`src/rtl/mips32_prog_loader.sv`:
```
// Program loader / result checker for the pipelined MIPS32 core: load image, run to HLT or
// timeout, then verify {addr, expected} pairs. Define MISMATCH_LOG_EN for first-mismatch capture.
`timescale 1ns/1ps
module mips32_prog_loader #(
  parameter int unsigned DATA_W  = 32,
  parameter int unsigned ADDR_W  = 10,
  parameter int unsigned CYC_W   = 16,
  parameter int unsigned TIMEOUT = 1000,
  parameter int unsigned ERR_W   = 8
) (
  input  logic              clk1,
  input  logic              rst,
  input  logic              start,
  input  logic              ld_valid,
  output logic              ld_ready,
  input  logic [DATA_W-1:0] ld_data,
  input  logic              ld_last,
  input  logic              chk_valid,
  output logic              chk_ready,
  input  logic [ADDR_W-1:0] chk_addr,
  input  logic [DATA_W-1:0] chk_exp,
  input  logic              chk_last,
  output logic              mem_we,
  output logic              mem_re,
  output logic [ADDR_W-1:0] mem_addr,
  output logic [DATA_W-1:0] mem_wdata,
  input  logic [DATA_W-1:0] mem_rdata,
  output logic              core_run,
  input  logic              core_halted,
  output logic              busy,
  output logic              done,
  output logic              pass,
  output logic              timeout,
  output logic              ld_ovf,
  output logic [ERR_W-1:0]  err_cnt,
  output logic [CYC_W-1:0]  cyc_cnt
`ifdef MISMATCH_LOG_EN
  ,
  output logic [ADDR_W-1:0] bad_addr,
  output logic [DATA_W-1:0] bad_act,
  output logic [DATA_W-1:0] bad_exp
`endif
);

  typedef enum logic [2:0] {IDLE, LOAD, RUN, CHK_REQ, CHK_WAIT, DONE} state_t;
  state_t state, state_nxt;

  localparam logic [CYC_W-1:0] CYC_LAST = CYC_W'(TIMEOUT - 1);

  logic [ADDR_W:0]   ld_ptr;
  logic              ld_ovf_q, timeout_q, last_q;
  logic [ERR_W-1:0]  err_q;
  logic [CYC_W-1:0]  cyc_q;
  logic [DATA_W-1:0] exp_q;
  logic              ld_beat, chk_beat, start_ok, halt_hit, to_hit, mismatch;

  // cyc_q is cleared on start, so zero marks the first RUN cycle where halt may be stale
  always_comb begin
    ld_beat  = (state == LOAD) && ld_valid;
    chk_beat = (state == CHK_REQ) && chk_valid;
    start_ok = start && ((state == IDLE) || (state == DONE));
    halt_hit = (state == RUN) && core_halted && (cyc_q != '0);
    to_hit   = (state == RUN) && (TIMEOUT != 0) && (cyc_q == CYC_LAST);
    mismatch = (state == CHK_WAIT) && (mem_rdata != exp_q);
  end

  always_ff @(posedge clk1) begin
    if (rst) state <= IDLE;
    else     state <= state_nxt;
  end

  always_comb begin
    state_nxt = state;
    case (state)
      IDLE, DONE: if (start) state_nxt = LOAD;
      LOAD:       if (ld_valid && ld_last) state_nxt = RUN;
      RUN:        if (halt_hit || to_hit) state_nxt = CHK_REQ;
      CHK_REQ:    if (chk_valid) state_nxt = CHK_WAIT;
      CHK_WAIT:   state_nxt = last_q ? DONE : CHK_REQ;
      default:    state_nxt = IDLE;
    endcase
  end

  always_comb begin
    ld_ready  = (state == LOAD);
    chk_ready = (state == CHK_REQ);
    mem_we    = ld_beat && !ld_ptr[ADDR_W];
    mem_re    = chk_beat;
    mem_addr  = '0;
    mem_wdata = '0;
    if (mem_we) begin
      mem_addr  = ld_ptr[ADDR_W-1:0];
      mem_wdata = ld_data;
    end else if (mem_re) begin
      mem_addr  = chk_addr;
    end
    core_run  = (state == RUN);
    busy      = (state == LOAD) || (state == RUN) || (state == CHK_REQ) || (state == CHK_WAIT);
    done      = (state == DONE);
    pass      = done && (err_q == '0) && !timeout_q && !ld_ovf_q;
    timeout   = timeout_q;
    ld_ovf    = ld_ovf_q;
    err_cnt   = err_q;
    cyc_cnt   = cyc_q;
  end

  always_ff @(posedge clk1) begin
    if (rst || start_ok) begin
      ld_ptr    <= '0;
      ld_ovf_q  <= 1'b0;
      timeout_q <= 1'b0;
      err_q     <= '0;
      cyc_q     <= '0;
      exp_q     <= '0;
      last_q    <= 1'b0;
    end else begin
      // ld_ptr parks at 2**ADDR_W so further beats keep flagging overflow
      if (ld_beat) begin
        if (ld_ptr[ADDR_W]) ld_ovf_q <= 1'b1;
        else                ld_ptr   <= ld_ptr + (ADDR_W+1)'(1);
      end
      if ((state == RUN) && (cyc_q != '1)) cyc_q <= cyc_q + CYC_W'(1);
      if (to_hit && !halt_hit) timeout_q <= 1'b1;
      if (chk_beat) begin
        exp_q  <= chk_exp;
        last_q <= chk_last;
      end
      if (mismatch && (err_q != '1)) err_q <= err_q + ERR_W'(1);
    end
  end

`ifdef MISMATCH_LOG_EN
  logic [ADDR_W-1:0] addr_q;

  always_ff @(posedge clk1) begin
    if (rst || start_ok) begin
      addr_q   <= '0;
      bad_addr <= '0;
      bad_act  <= '0;
      bad_exp  <= '0;
    end else begin
      if (chk_beat) addr_q <= chk_addr;
      if (mismatch && (err_q == '0)) begin
        bad_addr <= addr_q;
        bad_act  <= mem_rdata;
        bad_exp  <= exp_q;
      end
    end
  end
`endif

endmodule

```
`config.mk`:
```
export PLATFORM = sky130hd
export DESIGN_NAME = mips32_prog_loader
export DESIGN_NICKNAME = d
export VERILOG_FILES = /design/src/rtl/mips32_prog_loader.sv
export SDC_FILE = /design/constraint.sdc
export NUM_CORES = 1
export LEC_CHECK = 0
export ABC_AREA = 0
export CORE_MARGIN = 2
export CORE_UTILIZATION = 44
export CTS_CLUSTER_SIZE = 8
export DETAILED_ROUTE_END_ITERATION = 8
export GPL_TIMING_DRIVEN = 1
export PLACE_DENSITY = 0.88
export SETUP_SLACK_MARGIN = 0.4
export SLEW_MARGIN = 20
export SYNTH_ARGS = -nofsm -noshare
export SYNTH_HDL_FRONTEND = slang
export SYNTH_SLANG_ARGS = --single-unit
```
`constraint.sdc`:
```
create_clock -name clk1 -period 3.64 [get_ports clk1]
set_input_delay 0.728 -clock clk1 [delete_from_list [all_inputs] [get_ports clk1]]
set_output_delay 0.728 -clock clk1 [all_outputs]
set_load 0.01 [all_outputs]
```
==> results of run 1 <==
## repair_timing
item / in CTS / in global routing
gates resized for setup: 3 / 20
setup endpoints to repair: 23 / 25
cloned: 1 / 0
## layout make-up
| class | count | area [um^2] |
|---|---|---|
| Fill cell | 647 | 2510 |
| Multi-Input combinational cell | 371 | 2270 |
| Timing Repair Buffer | 195 | 2010 |
| Sequential cell | 73 | 1460 |
| Clock buffer | 10 | 138 |
| Tap cell | 108 | 135 |
| Clock inverter | 6 | 57.6 |
| Inverter | 12 | 46.3 |
## final timing paths
kind,startpoint,to,slack [ns]
max,ld_valid,mem_wdata[8],0.39
min,exp_q[6],exp_q[6],0.47
max reg2reg,exp_q[27],err_cnt[6],1.38
min reg2reg,exp_q[6],exp_q[6],0.47
## sequential cells by signal, summed over array words and instances, names as in the netlist
name	flops
cyc_cnt	16
err_cnt	8
exp_q	32
last_q	1
ld_ovf	1
ld_ptr	11
state	3
timeout	1
## per-layer routing
layer | GRT usage [%] | share of wire, %
met5 | 0 | 0
met4 | 10.4 | 3.3
met3 | 5.15 | 7.2
met2 | 45.4 | 52
met1 | 25.4 | 37
## kinds of logic after synthesis
group | share of synthesized area, %
AO/OA/AOI/OAI | 13.5
XOR/XNOR | 12.6
adder cells (fa/ha/maj) | 1.61
buffers and inverters | 4.12
flip-flops | 37.6
multiplexers | 0.515
AND/OR/NAND/NOR | 30.0
## Yosys cell counts, types with 2 or more instances
cell type  count
or3_1          2
nand3_1        9
xor2_1        48
and3_1         3
nand2_1       88
nor4_1        10
or4_1          7
o21ai_0        4
clkbuf_1      15
o211ai_1       3
nor3_1         5
o31ai_1        5
dfxtp_1       73
ha_1           5
a21oi_1       43
buf_6          2
a22o_1        10
xnor2_1        8
nand4_1       10
o21ai_1        2
and2_1        35
nor2_1        39
mux2i_1        2
nand2_2        2
nand2b_1       4
inv_1         10
and4_1         2
buf_2          7
## through the flow
stage / instances / power [uW] / setup WS, ns
4_1_cts: 775 / 1860 / 0.368
5_1_grt: 775 / 1910 / 0.358
6_report: 775 / 1830 / 0.389
3_3_place_gp: 758 / 1210 / 0.345
3_5_place_dp: 758 / 1220 / 0.338
2_1_floorplan: 480 / 997 / 1.27
## critical path, delay by kind of cell
| kind | cells | cell delay (ns) |
|---|---|---|
| buffers and inverters | 3 | 1.20 |
| and+or+nand+nor | 3 | 0.58 |
## power breakdown
part	internal, uW	switching, uW	leakage [uW]
logic	232	159	0.00184
clock network	330	298	0.000102
registers	805	9.38	0.000589
total	1370	466	0.00253
==> qor.txt, run 1 <==
Vias in the first global route: 4157
Clock sinks: 73
Hold violation count in the final report: 0
Worst-path clk slew: 0.07 ns
Cell Area, Placed: 0.00585 mm^2
First-pass DRT Iterations: 4
Pwr/cell area: 300 mW/mm^2
Core area: 0.00864 mm^2
Post-CTS Setup Inserts: 0
Final Critical Period: 3.25 ns
Num CTS Buffers: 9
Initial Util: 45.0%
MaxCap Viol Count: 0
Fmax: 0.308 GHz
Post-synth cell types: 55
Layout cell share with drive strength beyond 1: 6.30%
WS Path Type: input pin to primary output
Antenna diode count: 0
Maximum vdd drop: 0.000201 V
Number of enable flip-flop cells after synthesis: 0
# rows: 34
HP Class: flop to flop
Port bufs: 189
Final Wtd Congestion: 0.892
RSZ-0062 raised after global routing: yes
Routed WL per cell: 15.3 um
Post-synth top area share: 37.6%
Initial DRC Count: 152
Most common cell after layout, fill and taps aside: clkdlybuf4s50_1
Hold buffers post-CTS: 0
Endpoints failing setup: 0
CP dominant cell by count: clkdlybuf4s50_1
Clock latency on the worst-skew pair: 0.34 ns
Layout net count: 781
Die Y: 98.0 um
Via density: 5.27
Most frequent cells in the layout: clkdlybuf4s50_1 (170), nand2_1 (88), dfxtp_1 (72)
Layout area overhead: 57.5%
Critical Path Start Type: input pin
Status: completed
Final max-slew violation count: 0
Post-DRT Antenna Nets: 0
Root buffer cell: clkbuf_8
Worst hold path stage count: 2
I/O pins: 190
Crit path largest cell delay: 0.55 ns
CTS tree: yes
Final setup TNS: 0 ns
Die W: 98.0 um
Rel. slew slack: 42.5%
Post-synthesis register bit count: 73
Largest cells by area after synthesis: dfxtp_1 (38%), xor2_1 (11%), nand2_1 (8.5%)
CTS H-tree lvls: 3
Total gr overflow: 0
Final core occ: 70.9%
First-pass GRT wire length: 18800 um
Top_reg_cell synth: dfxtp_1
Fraction of registers with async set/reset: 0%
Worst EP required: 2.91 ns
Clock Skew: 0.00910 ns
Crit-path max FO: 26
Synth Cell Area: 0.00389 mm^2
Design area: 0.00612 mm^2
Ys Warns: 0
Worst endpoint data arrival time: 2.52 ns
Sequential area share after synthesis: 37.6%
Tcrit/Tclk final: 89.3%
Worst-Margin Slew: 0.862 ns
CP Capture Type: primary output
CP max-delay cell: clkdlybuf4s50_1
Routed WL: 11900 um
DRC Markers: 0
Leak pwr: 0.00253 uW
Hpwl dp: 9140 um
Path depth of the worst reg2reg path: 6
Ordered cell list for the critical path: clkdlybuf4s50_1 -> and2_4 -> and2b_2 -> buf_12 -> and2_1 -> clkdlybuf4s50_1
Total GRT Usage: 24.0%
Clk buf depth: 2
Leading area contributor after synthesis: dfxtp_1
Gate Count Post-Synth: 480
Vias post-DR: 4088
Die area: 0.00960 mm^2
Pin count of the biggest net entering global routing: 41
Min Hold Slack: 0.472 ns
Synth Area per Inst: 8.10 um^2
Initial antenna violation count: 0
Syn_nets: 599
No activity file was read; power rests on OpenSTA's default activity.
==> inputs of run 2 (changes only) <==
- RECOVER_POWER: default -> 100
==> run 2 against run 1 <==
Net effect:
- cell count did not move
- die area unchanged
- sequential share of layout area is 0.24 points higher
- power is 0.73% lower
- maximum frequency fell by 3.7%
- critical path type unchanged
- largest power group unchanged
==> qor.txt, run 2 (synthesis results as in run 1) <==
Routed WL per cell: 15.4 um
Critical Path Start Type: input pin
Vias post-DR: 4078
Final Critical Period: 3.37 ns
Initial Util: 45.0%
Comb pwr share: 20.8%
Die Y: 98.0 um
Initial DRC Count: 135
Min Hold Slack: 0.470 ns
Total gr overflow: 0
Crit-path max FO: 26
Hold violation count in the final report: 0
Pwr/cell area: 301 mW/mm^2
Internal power: 1360 uW
Placement Setup Slack: 0.338 ns
CTS H-tree lvls: 3
I/O pins: 190
Fmax: 0.296 GHz
Final max-slew violation count: 0
DRC Markers: 0
Leak pwr: 0.00241 uW
CTS tree: yes
Rel. slew slack: 3.09%
Sequential group share of total power: 44.7%
Pin count of the biggest net entering global routing: 41
CP Capture Type: primary output
Port bufs: 189
Worst EP required: 2.91 ns
Routed WL: 11900 um
Die area: 0.00960 mm^2
Layout area overhead: 55.9%
MaxCap Viol Count: 0
Antenna diode count: 0
Fillers: 664
WS Path Type: input pin to primary output
Worst endpoint data arrival time: 2.65 ns
Clk buf depth: 2
CP max-delay cell: dlygate4sd3_1
Maximum vdd drop: 0.000200 V
Most common cell after layout, fill and taps aside: clkdlybuf4s50_1
Register name with the most flops: exp_q
Die W: 98.0 um
Layout net count: 781
Hold buffers post-CTS: 0
Most frequent cells in the layout: clkdlybuf4s50_1 (114), nand2_1 (88), dfxtp_1 (72)
Post-DRT Antenna Nets: 0
Switching share of power: 25.5%
Endpoints failing setup: 0
P_sw: 464 uW
Crit path largest cell delay: 0.62 ns
HP Class: flop to flop
Total GRT Usage: 24.0%
Num CTS Buffers: 9
Clock Power Share: 34.5%
Layout cell share with drive strength beyond 1: 5.40%
# rows: 34
Status: completed
RSZ-0062 raised after global routing: yes
Final setup TNS: 0 ns
Clock sinks: 73
Setup ws final: 0.265 ns
Final Wtd Congestion: 0.892
Clock latency on the worst-skew pair: 0.34 ns
Clock Skew: 0.00920 ns
Core area: 0.00864 mm^2
Root buffer cell: clkbuf_8
Worst-path clk slew: 0.07 ns
Via density: 5.26
Vias in the first global route: 4157
Worst-Margin Slew: 1.45 ns
Initial antenna violation count: 0
Hpwl dp: 9140 um
R2r setup slk: 0.71 ns
Tcrit/Tclk final: 92.7%
Ordered cell list for the critical path: clkdlybuf4s50_1 -> and2_4 -> and2b_1 -> buf_12 -> and2_1 -> dlygate4sd3_1
First-pass DRT Iterations: 5
First-pass GRT wire length: 18800 um
Number of flip-flops in the largest register: 32
-- run 2: final cells by class --
cell class	count	area, um^2	share of cell area (%)
Tap cell	108	135	2.23
Clock buffer	10	138	2.27
Clock inverter	6	57.6	0.950
Inverter	12	46.3	0.764
Multi-Input combinational cell	371	2260	37.3
Sequential cell	73	1460	24.1
Timing Repair Buffer	195	1960	32.4
-- run 2: timing repair --
item | 4_1_cts | 5_1_grt
hold endpoints to repair | 0 | 0
pin swaps | 0 | 0
cloned | 1 | 0
resized for setup | 3 | 20
setup buffers | 0 | 0
setup endpoints to repair | 23 | 25
-- run 2: worst max-delay path: cells and delay by family --
family / cells / cell delay (ns)
buf+inv: 3 / 1.29
simple gates: 3 / 0.62
-- run 2: worst paths after layout --
kind                            startpoint            to  cells past startpoint
worst max-delay path              ld_valid  mem_wdata[8]                      6
worst min register to register    exp_q[6]      exp_q[6]                      2
worst max register to register    state[2]      exp_q[3]                      7
worst min-delay path              exp_q[6]      exp_q[6]                      2
-- run 2: per-layer routing --
layer / GRT usage, % / vias to the layer above / wire length [um]
met5: 0 / - / 0
met4: 10.4 / 0 / 373
met3: 5.15 / 29 / 798
met2: 45.4 / 176 / 6220
met1: 25.4 / 1875 / 4510
li1: - / 1998 / -
-- run 2: stage by stage --
step | power [uW] | utilization (%) | cells | instance area [um^2]
after global placement | 1210 | 67.7 | 758 | 5850
final | 1820 | 70.2 | 775 | 6060
after global routing | 1900 | 70.2 | 775 | 6060
after floorplan | 997 | - | 480 | 3890
after detailed placement | 1220 | 67.7 | 758 | 5850
after CTS | 1860 | 70.4 | 775 | 6080
-- run 2: power by group through the flow --
stage / Sequential, uW / Clock [uW] / Combinational (uW)
2_1_floorplan: 829 / 0 / 168
3_3_place_gp: 833 / 0 / 377
3_5_place_dp: 833 / 0 / 383
4_1_cts: 814 / 646 / 398
5_1_grt: 816 / 679 / 406
6_report: 814 / 627 / 379
==> inputs of run 3 (changes only) <==
- ABC_AREA: 0 -> 1
- CORE_UTILIZATION: 44 -> 46
- PLACE_DENSITY: 0.88 -> default
- PLACE_DENSITY_LB_ADDON: default -> 0.15
==> run 3 against run 2 <==
Net effect:
- maximum frequency increased by 0.46%
- register-to-register slack improved by 0.36 ns
- count of clock-buffer cells in the layout stayed put
- sequential share of layout area decreased by 1.6 points
- core utilization grew 0.82 points
==> qor.txt, run 3 <==
Final setup TNS: 0 ns
Worst-Margin Slew: 1.29 ns
Total GRT Usage: 25.0%
Register name with the most flops: exp_q
Post-synth top area share: 33.9%
Syn_nets: 804
Layout cell share with drive strength beyond 1: 4.90%
Initial DRC Count: 209
Status: completed
Crit-path max FO: 18
Pin count of the biggest net entering global routing: 34
Root buffer cell: clkbuf_8
Cell Area, Placed: 0.00627 mm^2
Endpoints failing setup: 0
Top cells by instance count after synthesis: nand2_1 (187), inv_1 (114), nor2_1 (84)
Clk buf depth: 2
P_sw: 971 uW
Hold violation count in the final report: 0
Number of enable flip-flop cells after synthesis: 0
Critical Path Start Type: input pin
WS Path Type: input pin to primary output
Final Wtd Congestion: 0.883
Post-DRT Antenna Nets: 0
CTS tree: yes
Pwr/cell area: 412 mW/mm^2
Clock Power Share: 27.2%
Final Critical Period: 3.36 ns
Leak pwr: 0.00277 uW
# rows: 35
MaxCap Viol Count: 0
Most common cell in the netlist: nand2_1
Synth Area per Inst: 6.30 um^2
Internal power: 1710 uW
Clock sinks: 73
Rel. slew slack: 13.9%
Antenna diode count: 0
Post-synthesis register bit count: 73
Worst EP required: 2.91 ns
Hold buffers post-CTS: 0
Final Non-Filler Cells: 988
I/O pins: 190
First-pass DRT Iterations: 5
Number of flip-flops in the largest register: 32
Ys Warns: 0
Gate Count Post-Synth: 685
Most frequent cells in the layout: nand2_1 (188), clkdlybuf4s50_1 (123), inv_1 (116)
Sequential area share after synthesis: 33.9%
Num CTS Buffers: 9
Via density: 4.95
Worst-path clk slew: 0.07 ns
Design area: 0.00650 mm^2
Post-placement cell count: 968
Routed WL per cell: 13.2 um
Total gr overflow: 0
Die area: 0.0102 mm^2
Sequential group share of total power: 33.5%
CTS H-tree lvls: 3
Top_reg_cell synth: dfxtp_1
Layout net count: 991
Fmax: 0.298 GHz
CP Capture Type: primary output
Setup ws final: 0.281 ns
Routed WL: 13000 um
Layout area overhead: 50.6%
Switching share of power: 36.2%
Most common cell after layout, fill and taps aside: nand2_1
DRC Markers: 0
Maximum vdd drop: 0.000297 V
Vias in the first global route: 4444
Clock latency on the worst-skew pair: 0.35 ns
First-pass GRT wire length: 20400 um
Largest cells by area after synthesis: dfxtp_1 (34%), nand2_1 (16%), inv_1 (9.9%)
Synth Cell Area: 0.00432 mm^2
Worst endpoint data arrival time: 2.63 ns
Hpwl dp: 9690 um
Leading area contributor after synthesis: dfxtp_1
RSZ-0062 raised after global routing: yes
Post-synth cell types: 38
Tcrit/Tclk final: 92.3%
Initial antenna violation count: 0
Port bufs: 189
Die W: 101 um
Comb pwr share: 39.3%
Final Power: 2680 uW
Vias post-DR: 4889
Core area: 0.00915 mm^2
Clock Skew: 0.00931 ns
HP Class: flop to flop
Initial Util: 47.1%
Placement Setup Slack: 0.314 ns
Die Y: 101 um
Fraction of registers with async set/reset: 0%
Final max-slew violation count: 0
-- run 3: timing repair --
item                       CTS  global route
pin swaps                    2             1
setup endpoints to repair   17            20
setup buffers                0             3
gates cloned                 1             0
resized for setup            1            18
-- run 3: kinds of logic after synthesis --
kind of cell | share of synthesized area (%)
AO/OA/AOI/OAI | 11.7
XOR/XNOR | 5.48
adder cells (fa/ha/maj) | 1.45
buffers and inverters | 13.3
flip-flops | 33.9
AND/OR/NAND/NOR | 34.2
-- run 3: layout make-up --
class / instances / area [um^2]
tap: 111 / 139
inverter: 121 / 460
multi-input combinational: 470 / 2290
fill: 790 / 2660
sequential: 73 / 1460
timing repair buffer: 197 / 1920
clock buffer: 10 / 138
clock inverter: 6 / 90.1
-- run 3: worst max-delay path, stage by stage --
cell             delay [ns]
clkdlybuf4s50_1        0.48
inv_1                  0.07
nor2_4                 0.22
buf_12                 0.14
nand2_2                0.23
nor2_1                 0.15
dlygate4sd3_1          0.62
-- run 3: per-layer routing --
metal | global-route usage [%] | share of wire (%) | wire length [um]
met1 | 30.8 | 43 | 5620
met2 | 42.9 | 48 | 6270
met3 | 5.48 | 7.0 | 908
met4 | 8.64 | 1.7 | 220
met5 | 0 | 0 | 0
-- run 3: final timing paths --
check	start	to	slack, ns	cells past startpoint
worst min register to register	ld_ptr[8]	ld_ptr[8]	0.47	1
worst max-delay path	ld_valid	mem_wdata[26]	0.28	7
worst min-delay path	ld_ptr[8]	ld_ptr[8]	0.47	1
worst max register to register	state[1]	ld_ptr[4]	1.07	5
-- run 3: per-stage QoR --
step,hold WS (ns),util (%)
finish,0.469,71.0
global route,0.498,71.0
CTS,0.467,71.3
detailed placement,0.453,68.5
global placement,0.445,68.5
floorplan,0.428,-
-- run 3: power groups by stage --
stage | Combinational (uW) | Sequential [uW] | Clock [uW]
after floorplan | 612 | 913 | 0
after global placement | 1040 | 913 | 0
after detailed placement | 1070 | 915 | 0
after CTS | 1090 | 898 | 741
after global routing | 1170 | 904 | 771
final | 1050 | 898 | 728
